File: src/rtl/arm_defs_pkg.sv
// Shared encodings for the ARM decode stage: ALU opcodes, barrel-shifter modes,
// operand mux selects, fixed register numbers, instruction bit positions and
// the decode-stage state type.
package arm_defs_pkg;

    // ALU opcodes use the ARM data-processing opcode numbering directly.
    typedef enum logic [3:0] {
        AND = 4'h0, EOR = 4'h1, SUB = 4'h2, RSB = 4'h3,
        ADD = 4'h4, ADC = 4'h5, SBC = 4'h6, RSC = 4'h7,
        TST = 4'h8, TEQ = 4'h9, CMP = 4'hA, CMN = 4'hB,
        ORR = 4'hC, MOV = 4'hD, BIC = 4'hE, MVN = 4'hF
    } alu_op_t;

    // Barrel modes are {0, shift type, by-register}.
    typedef enum logic [3:0] {
        LSLIMM = 4'd0, LSLREG = 4'd1, LSRIMM = 4'd2, LSRREG = 4'd3,
        ASRIMM = 4'd4, ASRREG = 4'd5, RORIMM = 4'd6, RORREG = 4'd7
    } barrel_t;

    // What is fed into the shifter; code 0 means "no shifter operand".
    typedef enum logic [1:0] {
        SHIFTEE_NONE = 2'd0, IMMED_8_SEL = 2'd1, IMMED_32_SEL = 2'd2, RM_SEL = 2'd3
    } shiftee_sel_t;

    // Where the shift amount comes from; code 0 means "no shift".
    typedef enum logic [1:0] {
        SHIFTER_NONE = 2'd0, ROTATE_IMM_SEL = 2'd1, SHIFT_IMM_SEL = 2'd2, RS_SEL = 2'd3
    } shifter_sel_t;

    localparam int LINK_REG = 14;
    localparam int PC_REG   = 15;

    // S and L share bit 20; branch link flag shares bit 24 with P.
    localparam int I_BIT  = 25;
    localparam int P_BIT  = 24;
    localparam int BL_BIT = 24;
    localparam int U_BIT  = 23;
    localparam int W_BIT  = 21;
    localparam int S_BIT  = 20;
    localparam int L_BIT  = 20;

    typedef enum logic {
        IDLE  = 1'b0,
        MULTI = 1'b1
    } dec_state_t;

    // Map an ARM shift type and the by-register flag onto a barrel mode.
    function automatic logic [3:0] barrel_code(input logic [1:0] shift_type, input logic by_reg);
        return {1'b0, shift_type, by_reg};
    endfunction

endpackage

File: src/rtl/arm_reglist_pick.sv
// Register-list helper for LDM/STM expansion: finds the lowest listed
// register, counts the listed registers, and strips the lowest one.
module arm_reglist_pick #(
    parameter int NREG   = 16,
    parameter int RIDX_W = $clog2(NREG),
    parameter int CNT_W  = $clog2(NREG + 1)
) (
    input  logic [NREG-1:0]   mask_i,
    output logic [RIDX_W-1:0] low_idx_o,
    output logic [CNT_W-1:0]  count_o,
    output logic [NREG-1:0]   rest_o
);

    // Scan from the top so the lowest set bit is the last one written.
    always_comb begin
        low_idx_o = '0;
        for (int i = NREG - 1; i >= 0; i--) begin
            if (mask_i[i]) low_idx_o = RIDX_W'(i);
        end
    end

    // Population count of the register list.
    always_comb begin
        count_o = '0;
        for (int i = 0; i < NREG; i++) begin
            count_o = count_o + CNT_W'(mask_i[i]);
        end
    end

    assign rest_o = mask_i & (mask_i - NREG'(1));

endmodule

File: src/rtl/arm_decode_stage.sv
// Registered, handshaked ARM decode stage. Accepts one instruction per cycle,
// drops condition-failed instructions, and emits one registered uop per cycle.
// LDM/STM are expanded into one uop per listed register, lowest first.
module arm_decode_stage
    import arm_defs_pkg::*;
#(
    parameter int  DATA_W = 32,
    parameter int  NREG   = 16,
    localparam int RIDX_W = $clog2(NREG)
) (
    input  logic              clk,
    input  logic              rst_n,
    input  logic              flush,
    input  logic              inst_valid,
    input  logic [DATA_W-1:0] inst,
    input  logic              cond_pass,
    output logic              inst_ready,
    output logic              uop_valid,
    input  logic              uop_ready,
    output logic [RIDX_W-1:0] read_rn,
    output logic [RIDX_W-1:0] read_rm,
    output logic [RIDX_W-1:0] read_rs,
    output logic [RIDX_W-1:0] write_rd,
    output logic              rd_we,
    output logic              cpsr_we,
    output logic              pc_we,
    output logic              rn_we,
    output logic              mem_re,
    output logic              mem_we,
    output logic [3:0]        alu_sel,
    output logic [3:0]        barrel_sel,
    output logic [1:0]        shiftee_sel,
    output logic [1:0]        shifter_sel,
    output logic [DATA_W-1:0] imm,
    output logic [3:0]        rotate_imm,
    output logic [4:0]        shift_imm,
    output logic [DATA_W-1:0] wb_off,
    output logic              link
);

    localparam int CNT_W = $clog2(NREG + 1);

    typedef struct packed {
        logic [RIDX_W-1:0] read_rn;
        logic [RIDX_W-1:0] read_rm;
        logic [RIDX_W-1:0] read_rs;
        logic [RIDX_W-1:0] write_rd;
        logic              rd_we;
        logic              cpsr_we;
        logic              pc_we;
        logic              rn_we;
        logic              mem_re;
        logic              mem_we;
        logic [3:0]        alu_sel;
        logic [3:0]        barrel_sel;
        logic [1:0]        shiftee_sel;
        logic [1:0]        shifter_sel;
        logic [DATA_W-1:0] imm;
        logic [3:0]        rotate_imm;
        logic [4:0]        shift_imm;
        logic [DATA_W-1:0] wb_off;
        logic              link;
    } uop_t;

    // One transfer of an LDM/STM: address = Rn + offset; the last transfer
    // carries the base writeback delta.
    function automatic uop_t ldm_uop(
        input logic [RIDX_W-1:0] reg_idx,
        input logic [DATA_W-1:0] offset,
        input logic              last,
        input logic [RIDX_W-1:0] base,
        input logic              load,
        input logic              wback,
        input logic              up,
        input logic [CNT_W-1:0]  count
    );
        uop_t              u;
        logic [DATA_W-1:0] span;
        u             = '0;
        span          = DATA_W'(count) << 2;
        u.read_rn     = base;
        u.alu_sel     = ADD;
        u.shiftee_sel = IMMED_32_SEL;
        u.imm         = offset;
        u.mem_re      = load;
        u.mem_we      = !load;
        if (load) begin
            u.write_rd = reg_idx;
            u.rd_we    = 1'b1;
            u.pc_we    = (reg_idx == RIDX_W'(PC_REG));
        end else begin
            u.read_rm  = reg_idx;
        end
        if (last) begin
            u.rn_we  = wback;
            u.wb_off = up ? span : ('0 - span);
        end
        return u;
    endfunction

    dec_state_t        state_q, state_d;
    logic              uop_valid_q, uop_valid_d;
    uop_t              uop_q, uop_d;
    logic [NREG-1:0]   rem_q, rem_d;
    logic [RIDX_W-1:0] base_q, base_d;
    logic              load_q, load_d;
    logic              wback_q, wback_d;
    logic              up_q, up_d;
    logic [CNT_W-1:0]  cnt_q, cnt_d;

    logic [RIDX_W-1:0] new_idx, rem_idx;
    logic [CNT_W-1:0]  new_cnt, rem_cnt;
    logic [NREG-1:0]   new_rest, rem_rest;
    logic [DATA_W-1:0] new_span, ldm_start;
    uop_t              dec_uop;
    logic              dec_is_ldm;
    logic              accept, advance;

    // The condition field is resolved by the upstream condition checker.
    logic unused_cond;
    assign unused_cond = ^inst[DATA_W-1:28];

    arm_reglist_pick #(.NREG(NREG)) u_pick_new (
        .mask_i    (inst[NREG-1:0]),
        .low_idx_o (new_idx),
        .count_o   (new_cnt),
        .rest_o    (new_rest)
    );

    arm_reglist_pick #(.NREG(NREG)) u_pick_rem (
        .mask_i    (rem_q),
        .low_idx_o (rem_idx),
        .count_o   (rem_cnt),
        .rest_o    (rem_rest)
    );

    assign inst_ready = (state_q == IDLE) && (!uop_valid_q || uop_ready);
    assign accept     = inst_valid && inst_ready;
    assign advance    = uop_valid_q && uop_ready;

    // First LDM/STM offset: IA 0, IB +4, DA 4-4n, DB -4n.
    assign new_span = DATA_W'(new_cnt) << 2;
    always_comb begin
        if (inst[P_BIT]) ldm_start = inst[U_BIT] ? DATA_W'(4) : ('0 - new_span);
        else             ldm_start = inst[U_BIT] ? '0 : (DATA_W'(4) - new_span);
    end

    // Decode the instruction offered by fetch into its (first) uop.
    always_comb begin
        dec_uop    = '0;
        dec_is_ldm = 1'b0;
        if (inst[27:26] == 2'b00) begin
            // bit7 & bit4 set with I=0 is multiply/extra load-store space.
            if (inst[I_BIT] || !inst[4] || !inst[7]) begin
                dec_uop.alu_sel  = inst[24:21];
                dec_uop.cpsr_we  = inst[S_BIT];
                dec_uop.rd_we    = (inst[24:23] != 2'b10);
                dec_uop.read_rn  = inst[16 +: RIDX_W];
                dec_uop.write_rd = inst[12 +: RIDX_W];
                dec_uop.pc_we    = dec_uop.rd_we && (inst[12 +: RIDX_W] == RIDX_W'(PC_REG));
                if (inst[I_BIT]) begin
                    dec_uop.shiftee_sel = IMMED_8_SEL;
                    dec_uop.shifter_sel = ROTATE_IMM_SEL;
                    dec_uop.barrel_sel  = RORIMM;
                    dec_uop.imm         = DATA_W'(inst[7:0]);
                    dec_uop.rotate_imm  = inst[11:8];
                end else begin
                    dec_uop.read_rm     = inst[0 +: RIDX_W];
                    dec_uop.shiftee_sel = RM_SEL;
                    dec_uop.barrel_sel  = barrel_code(inst[6:5], inst[4]);
                    if (!inst[4]) begin
                        dec_uop.shifter_sel = SHIFT_IMM_SEL;
                        dec_uop.shift_imm   = inst[11:7];
                    end else begin
                        dec_uop.shifter_sel = RS_SEL;
                        dec_uop.read_rs     = inst[8 +: RIDX_W];
                    end
                end
            end
        end else if (inst[27:26] == 2'b01) begin
            dec_uop.mem_re   = inst[L_BIT];
            dec_uop.mem_we   = !inst[L_BIT];
            dec_uop.alu_sel  = inst[U_BIT] ? ADD : SUB;
            dec_uop.read_rn  = inst[16 +: RIDX_W];
            dec_uop.write_rd = inst[12 +: RIDX_W];
            dec_uop.rd_we    = inst[L_BIT];
            dec_uop.rn_we    = inst[W_BIT] || !inst[P_BIT];
            // Store data travels on the Rs read port since Rm may hold the offset.
            if (!inst[L_BIT]) dec_uop.read_rs = inst[12 +: RIDX_W];
            if (!inst[I_BIT]) begin
                dec_uop.shiftee_sel = IMMED_32_SEL;
                dec_uop.imm         = DATA_W'(inst[11:0]);
            end else begin
                dec_uop.read_rm     = inst[0 +: RIDX_W];
                dec_uop.shiftee_sel = RM_SEL;
                dec_uop.shifter_sel = SHIFT_IMM_SEL;
                dec_uop.shift_imm   = inst[11:7];
                dec_uop.barrel_sel  = barrel_code(inst[6:5], 1'b0);
            end
        end else if (inst[27:25] == 3'b101) begin
            dec_uop.imm         = {{(DATA_W-26){inst[23]}}, inst[23:0], 2'b00};
            dec_uop.read_rn     = RIDX_W'(PC_REG);
            dec_uop.alu_sel     = ADD;
            dec_uop.shiftee_sel = IMMED_32_SEL;
            dec_uop.pc_we       = 1'b1;
            if (inst[BL_BIT]) begin
                dec_uop.link     = 1'b1;
                dec_uop.write_rd = RIDX_W'(LINK_REG);
                dec_uop.rd_we    = 1'b1;
            end
        end else if (inst[27:25] == 3'b100) begin
            dec_is_ldm = 1'b1;
            dec_uop    = ldm_uop(new_idx, ldm_start, new_cnt == CNT_W'(1),
                                 inst[16 +: RIDX_W], inst[L_BIT], inst[W_BIT],
                                 inst[U_BIT], new_cnt);
        end
    end

    // Next-state: flush first, then expansion, then new accepts / drains.
    // The final LDM/STM uop is loaded in IDLE so the next instruction can be
    // accepted in the same cycle that uop leaves.
    always_comb begin
        state_d     = state_q;
        uop_valid_d = uop_valid_q;
        uop_d       = uop_q;
        rem_d       = rem_q;
        base_d      = base_q;
        load_d      = load_q;
        wback_d     = wback_q;
        up_d        = up_q;
        cnt_d       = cnt_q;
        if (flush) begin
            state_d     = IDLE;
            uop_valid_d = 1'b0;
        end else if (state_q == MULTI) begin
            if (advance) begin
                uop_d = ldm_uop(rem_idx, uop_q.imm + DATA_W'(4), rem_cnt == CNT_W'(1),
                                base_q, load_q, wback_q, up_q, cnt_q);
                rem_d = rem_rest;
                if (rem_cnt == CNT_W'(1)) state_d = IDLE;
            end
        end else if (accept) begin
            uop_valid_d = cond_pass && !(dec_is_ldm && new_cnt == '0);
            if (cond_pass) begin
                uop_d = dec_uop;
                if (dec_is_ldm && new_cnt > CNT_W'(1)) begin
                    state_d = MULTI;
                    rem_d   = new_rest;
                    base_d  = inst[16 +: RIDX_W];
                    load_d  = inst[L_BIT];
                    wback_d = inst[W_BIT];
                    up_d    = inst[U_BIT];
                    cnt_d   = new_cnt;
                end
            end
        end else if (advance) begin
            uop_valid_d = 1'b0;
        end
    end

    // State and registered uop outputs; reset clears everything asynchronously.
    always_ff @(posedge clk or negedge rst_n) begin
        if (!rst_n) begin
            state_q     <= IDLE;
            uop_valid_q <= 1'b0;
            uop_q       <= '0;
            rem_q       <= '0;
            base_q      <= '0;
            load_q      <= 1'b0;
            wback_q     <= 1'b0;
            up_q        <= 1'b0;
            cnt_q       <= '0;
        end else begin
            state_q     <= state_d;
            uop_valid_q <= uop_valid_d;
            uop_q       <= uop_d;
            rem_q       <= rem_d;
            base_q      <= base_d;
            load_q      <= load_d;
            wback_q     <= wback_d;
            up_q        <= up_d;
            cnt_q       <= cnt_d;
        end
    end

    assign uop_valid   = uop_valid_q;
    assign read_rn     = uop_q.read_rn;
    assign read_rm     = uop_q.read_rm;
    assign read_rs     = uop_q.read_rs;
    assign write_rd    = uop_q.write_rd;
    assign rd_we       = uop_q.rd_we;
    assign cpsr_we     = uop_q.cpsr_we;
    assign pc_we       = uop_q.pc_we;
    assign rn_we       = uop_q.rn_we;
    assign mem_re      = uop_q.mem_re;
    assign mem_we      = uop_q.mem_we;
    assign alu_sel     = uop_q.alu_sel;
    assign barrel_sel  = uop_q.barrel_sel;
    assign shiftee_sel = uop_q.shiftee_sel;
    assign shifter_sel = uop_q.shifter_sel;
    assign imm         = uop_q.imm;
    assign rotate_imm  = uop_q.rotate_imm;
    assign shift_imm   = uop_q.shift_imm;
    assign wb_off      = uop_q.wb_off;
    assign link        = uop_q.link;

endmodule

File: config.mk
export PLATFORM = sky130hd
export DESIGN_NAME = arm_decode_stage
export DESIGN_NICKNAME = d
export VERILOG_FILES = /design/src/rtl/arm_defs_pkg.sv /design/src/rtl/arm_reglist_pick.sv /design/src/rtl/arm_decode_stage.sv
export SDC_FILE = /design/constraint.sdc
export NUM_CORES = 1
export LEC_CHECK = 0
export ABC_CLOCK_PERIOD_IN_PS = 4300
export CAP_MARGIN = 30
export CORE_UTILIZATION = 48
export DETAILED_ROUTE_END_ITERATION = 12
export GPL_TIMING_DRIVEN = 0
export PLACE_DENSITY = 0.77
export SKIP_LAST_GASP = 1
export SYNTH_ARGS = -nofsm -noshare
export SYNTH_HDL_FRONTEND = slang
export SYNTH_SLANG_ARGS = --single-unit
File: constraint.sdc
create_clock -name clk -period 4.3 [get_ports clk]
set_clock_uncertainty 0.2 [all_clocks]
set_input_delay 0.645 -clock clk [delete_from_list [all_inputs] [get_ports clk]]
set_output_delay 0.645 -clock clk [all_outputs]
set_load 0.01 [all_outputs]
==> results by group <==
Logic synthesis
  – Largest cells by area after synthesis: dfrtp_1, fa_1, nand2_1
  – Area of the mapped netlist: 0.00780 mm^2
  – XOR/XNOR Fraction of Synth Area: under 10%
  – Netlist cell types: between 70 and 80
  – Area leader, netlist: dfrtp_1
  – Asr flop ratio synth: 100%
  – Area share of the largest cell type after synthesis: a little over a third
  – Simple-gate share of the synthesized area: 18.8%
  – Mean Syn Cell Area: ~8.6 um^2
  – Post-Syn Instances: just over 900
  – Most frequent cells after synthesis: dfrtp_1, nand2_1, nor2_1, o21ai_0, inv_1
  – Warnings from Yosys: 0
  – Combinational family with the most area after synthesis: compound AO/OA/AOI/OAI gates
  – Register area share after synthesis: 35.3%
  – Ys flop type: dfrtp_1
  – Synth Register Bits: between 100 and 150
  – Synth Area in Compound Gates: 24.5%
  – Post-synthesis adder-cell area fraction: approximately 8%
  – Most common cell in the netlist: dfrtp_1
  – EDFF count, synth: 0
  – Mux share of post-synthesis cell area: 3.09%

Timing
  – Setup tns final: -66.52 ns
  – Slew HR: a little over a quarter
  – Finish-stage setup viols: 66
  – Final setup margin: -1.14 ns
  – Actual slew at the worst max-slew pin: 1.10 ns
  – FMAX: 0.184 GHz
  – RSZ-0062 raised after global routing: true
  – Final Critical Period: 5.44 ns
  – Hold Vio Cnt, Final: 0
  – Crit share post-route: 127%
  – Worst Hold Margin: 0.0949 ns
  – Final slew viol count: 0

Power
  – Switching Share: a little over two fifths
  – Pwr/cell area: 613 mW/mm^2
  – Combinational group share of total power: between 60% and 70%
  – Int Pwr: 3650 uW
  – Sequential power share: 25.5%
  – Peak supply drop: a little under 400 uV
  – Clk pwr share: 12.9%
  – Leakage: 0.00437 uW
  – Switching power: 2810 uW

Finish
  – Reg area: ~0.0028 mm^2
  – Layout area overhead: 35.1%
  – Share of layout cells above drive strength 1: 17.2%
  – Diodes inserted: 0
  – Final std cells w/o fill: 1302
  – Final instance area: roughly 0.011 mm^2
  – Final core occ: 66.4%
  – Post-layout nets: 1158
  – Filler cell count: ~1300
  – Multi-input logic area: between 0.004 and 0.005 mm^2

Run status
  – Failing checks: negative setup slack
  – Status: finished, violations left

CTS
  – TritonCTS buffer count: 9
  – Clock buffer depth: 2
  – Clock transition at path regs: approximately 0.080 ns
  – Hold Buf Count CTS: 0
  – Clock root buffer master: clkbuf_16
  – Clock latency on the worst-skew pair: roughly 0.36 ns
  – H-Tree Depth: 3
  – TritonCTS clock tree: yes
  – # clock sinks: 110

Critical path
  – CP endpoint kind: flop
  – Arrival time worst endpoint: between 5 and 6 ns
  – WS Path Type: primary input to flop
  – Worst Path Required: roughly 4.4 ns
  – Worst-path fanout max: 8
  – Crit path launch type: primary input

Global route
  – Initial antenna violation count: 0
  – Tot GR Track Use: between 30% and 40%
  – Grt ovf: 0
  – First-pass GRT wire length: 43800 um
  – Largest net degree at the start of global routing: 63
  – Vias in the first global route: 7886

Detailed routing
  – DRT Pass-1 Iters: 6
  – ANT nets after route: 0
  – Via density: 6.42
  – WL/cell: 22.5 um
  – DR DRC count: 0
  – Routed vias: 8364
  – Post-Route WL: ~30000 um
  – Initial DRC Count: 1053

Placement
  – Placed Instances: 1257
  – DP Area: 0.00958 mm^2
  – IO buf count: 129
  – RePlAce Congestion: 1.03
  – Final HPWL from detailed placement: a little over 20000 um

Die
  – I/O pin total: 148
  – Initial core utilization: 49.1%
  – Num rows: 46
  – Die ar.: 0.0168 mm^2
  – Core area: about 0.016 mm^2
  – Die extent in y: 130 um
  – Die width: 130 um

Worst hold path
  – Worst Hold Class: primary input to async pin

Flow run
  – Max cap viols: 0
[through the flow]
stage	power, uW	setup WS (ns)
6_report	6460	-1.14
5_1_grt	6840	-1.25
4_1_cts	6010	-1.09
3_5_place_dp	4730	-2.27
3_3_place_gp	4620	-2.24
2_1_floorplan	3580	-1.28
[critical path, cell delays in order]
cell	delay [ns]
clkbuf_2	0.26
inv_1	0.19
fa_1	0.56
fa_1	0.44
fa_1	0.52
fa_1	0.45
fa_2	0.43
fa_2	0.48
xor2_4	0.20
ha_4	0.19
a32o_2	0.25
a211o_1	0.27
buf_6	0.16
buf_8	0.15
mux2_4	0.29
[what timing repair did]
action	in CTS	in global routing
pin swaps	20	30
endpoints found under the hold margin	0	0
setup buffers	20	9
setup endpoints to repair	66	66
gates resized for setup	71	48
cloned	1	0
[layer usage]
layer | share of wire, % | wire length [um] | track usage [%] | vias to the layer above
met4 | 4.7 | 1380 | 18.3 | 0
met5 | 0 | 0 | 0 | -
met3 | 11 | 3090 | 6.56 | 103
li1 | - | - | - | 3622
met1 | 40 | 11700 | 46.9 | 4068
met2 | 45 | 13200 | 53.4 | 571
[final timing paths]
kind	start	end	slack (ns)	cells past startpoint
hold reg to reg	read_rn[3]	read_rn[3]	0.28	2
max in group asynchronous	rst_n	cnt_q[4]	3.07	2
hold / removal	rst_n	read_rm[3]	0.09	1
setup reg to reg	rem_q[4]	wb_off[30]	-0.74	13
min in group clk	read_rn[3]	read_rn[3]	0.28	2
setup / recovery	inst[2]	base_q[2]	-1.14	15
[cells by family (layout without fill, tap and decap cells)]
family | Yosys count | after routing
mux | 22 | 22
flops | 110 | 110
xor+xnor | 10 | 10
fa+ha+maj | 39 | 39
compound gates | 277 | 277
other cells | 1 | 3
simple gates | 303 | 303
buf+inv | 147 | 322
[cells in the final DEF (no fill, tap or decap), drive strengths merged, types with 7 or more instances in the layout]
master / count
mux2: 11
nand4: 8
mux2i: 11
or4: 8
nor2b: 9
nand2: 96
o21a: 11
a32o: 7
nor4: 15
nand3: 30
buf: 81
nor3: 28
fa: 20
a221o: 11
o311ai: 11
inv: 63
nor2: 76
clkbuf: 49
and3: 8
ha: 19
nand2b: 8
a21oi: 55
o221ai: 14
clkdlybuf4s50: 125
o31ai: 11
a22o: 10
o211ai: 10
dfrtp: 110
a221oi: 13
o21ai: 77
[layout make-up]
| type | count | area share (%) |
|---|---|---|
| multi-input cells | 654 | 46.1 |
| flip-flops and latches | 110 | 26.1 |
| repair buffers | 159 | 15.1 |
| plain buffers | 87 | 5.08 |
| well taps | 216 | 2.56 |
| inverters | 60 | 2.23 |
| clock buffers | 9 | 2.14 |
| clock inverters | 7 | 0.605 |
[power groups by stage]
| stage | Sequential [uW] | Clock [uW] | Combinational, uW |
|---|---|---|---|
| global placement | 1630 | 0 | 2980 |
| floorplan | 1650 | 0 | 1930 |
| detailed placement | 1640 | 0 | 3090 |
| global route | 1690 | 883 | 4270 |
| finish | 1650 | 835 | 3980 |
| CTS | 1630 | 843 | 3540 |
[flip-flops by register name, summed over array words and instances (netlist names), 5 cells and up]
signal,count
shift_imm,5
imm,32
cnt_q,5
wb_off,6
rem_q,15
Power figures use the tool's default switching activity.
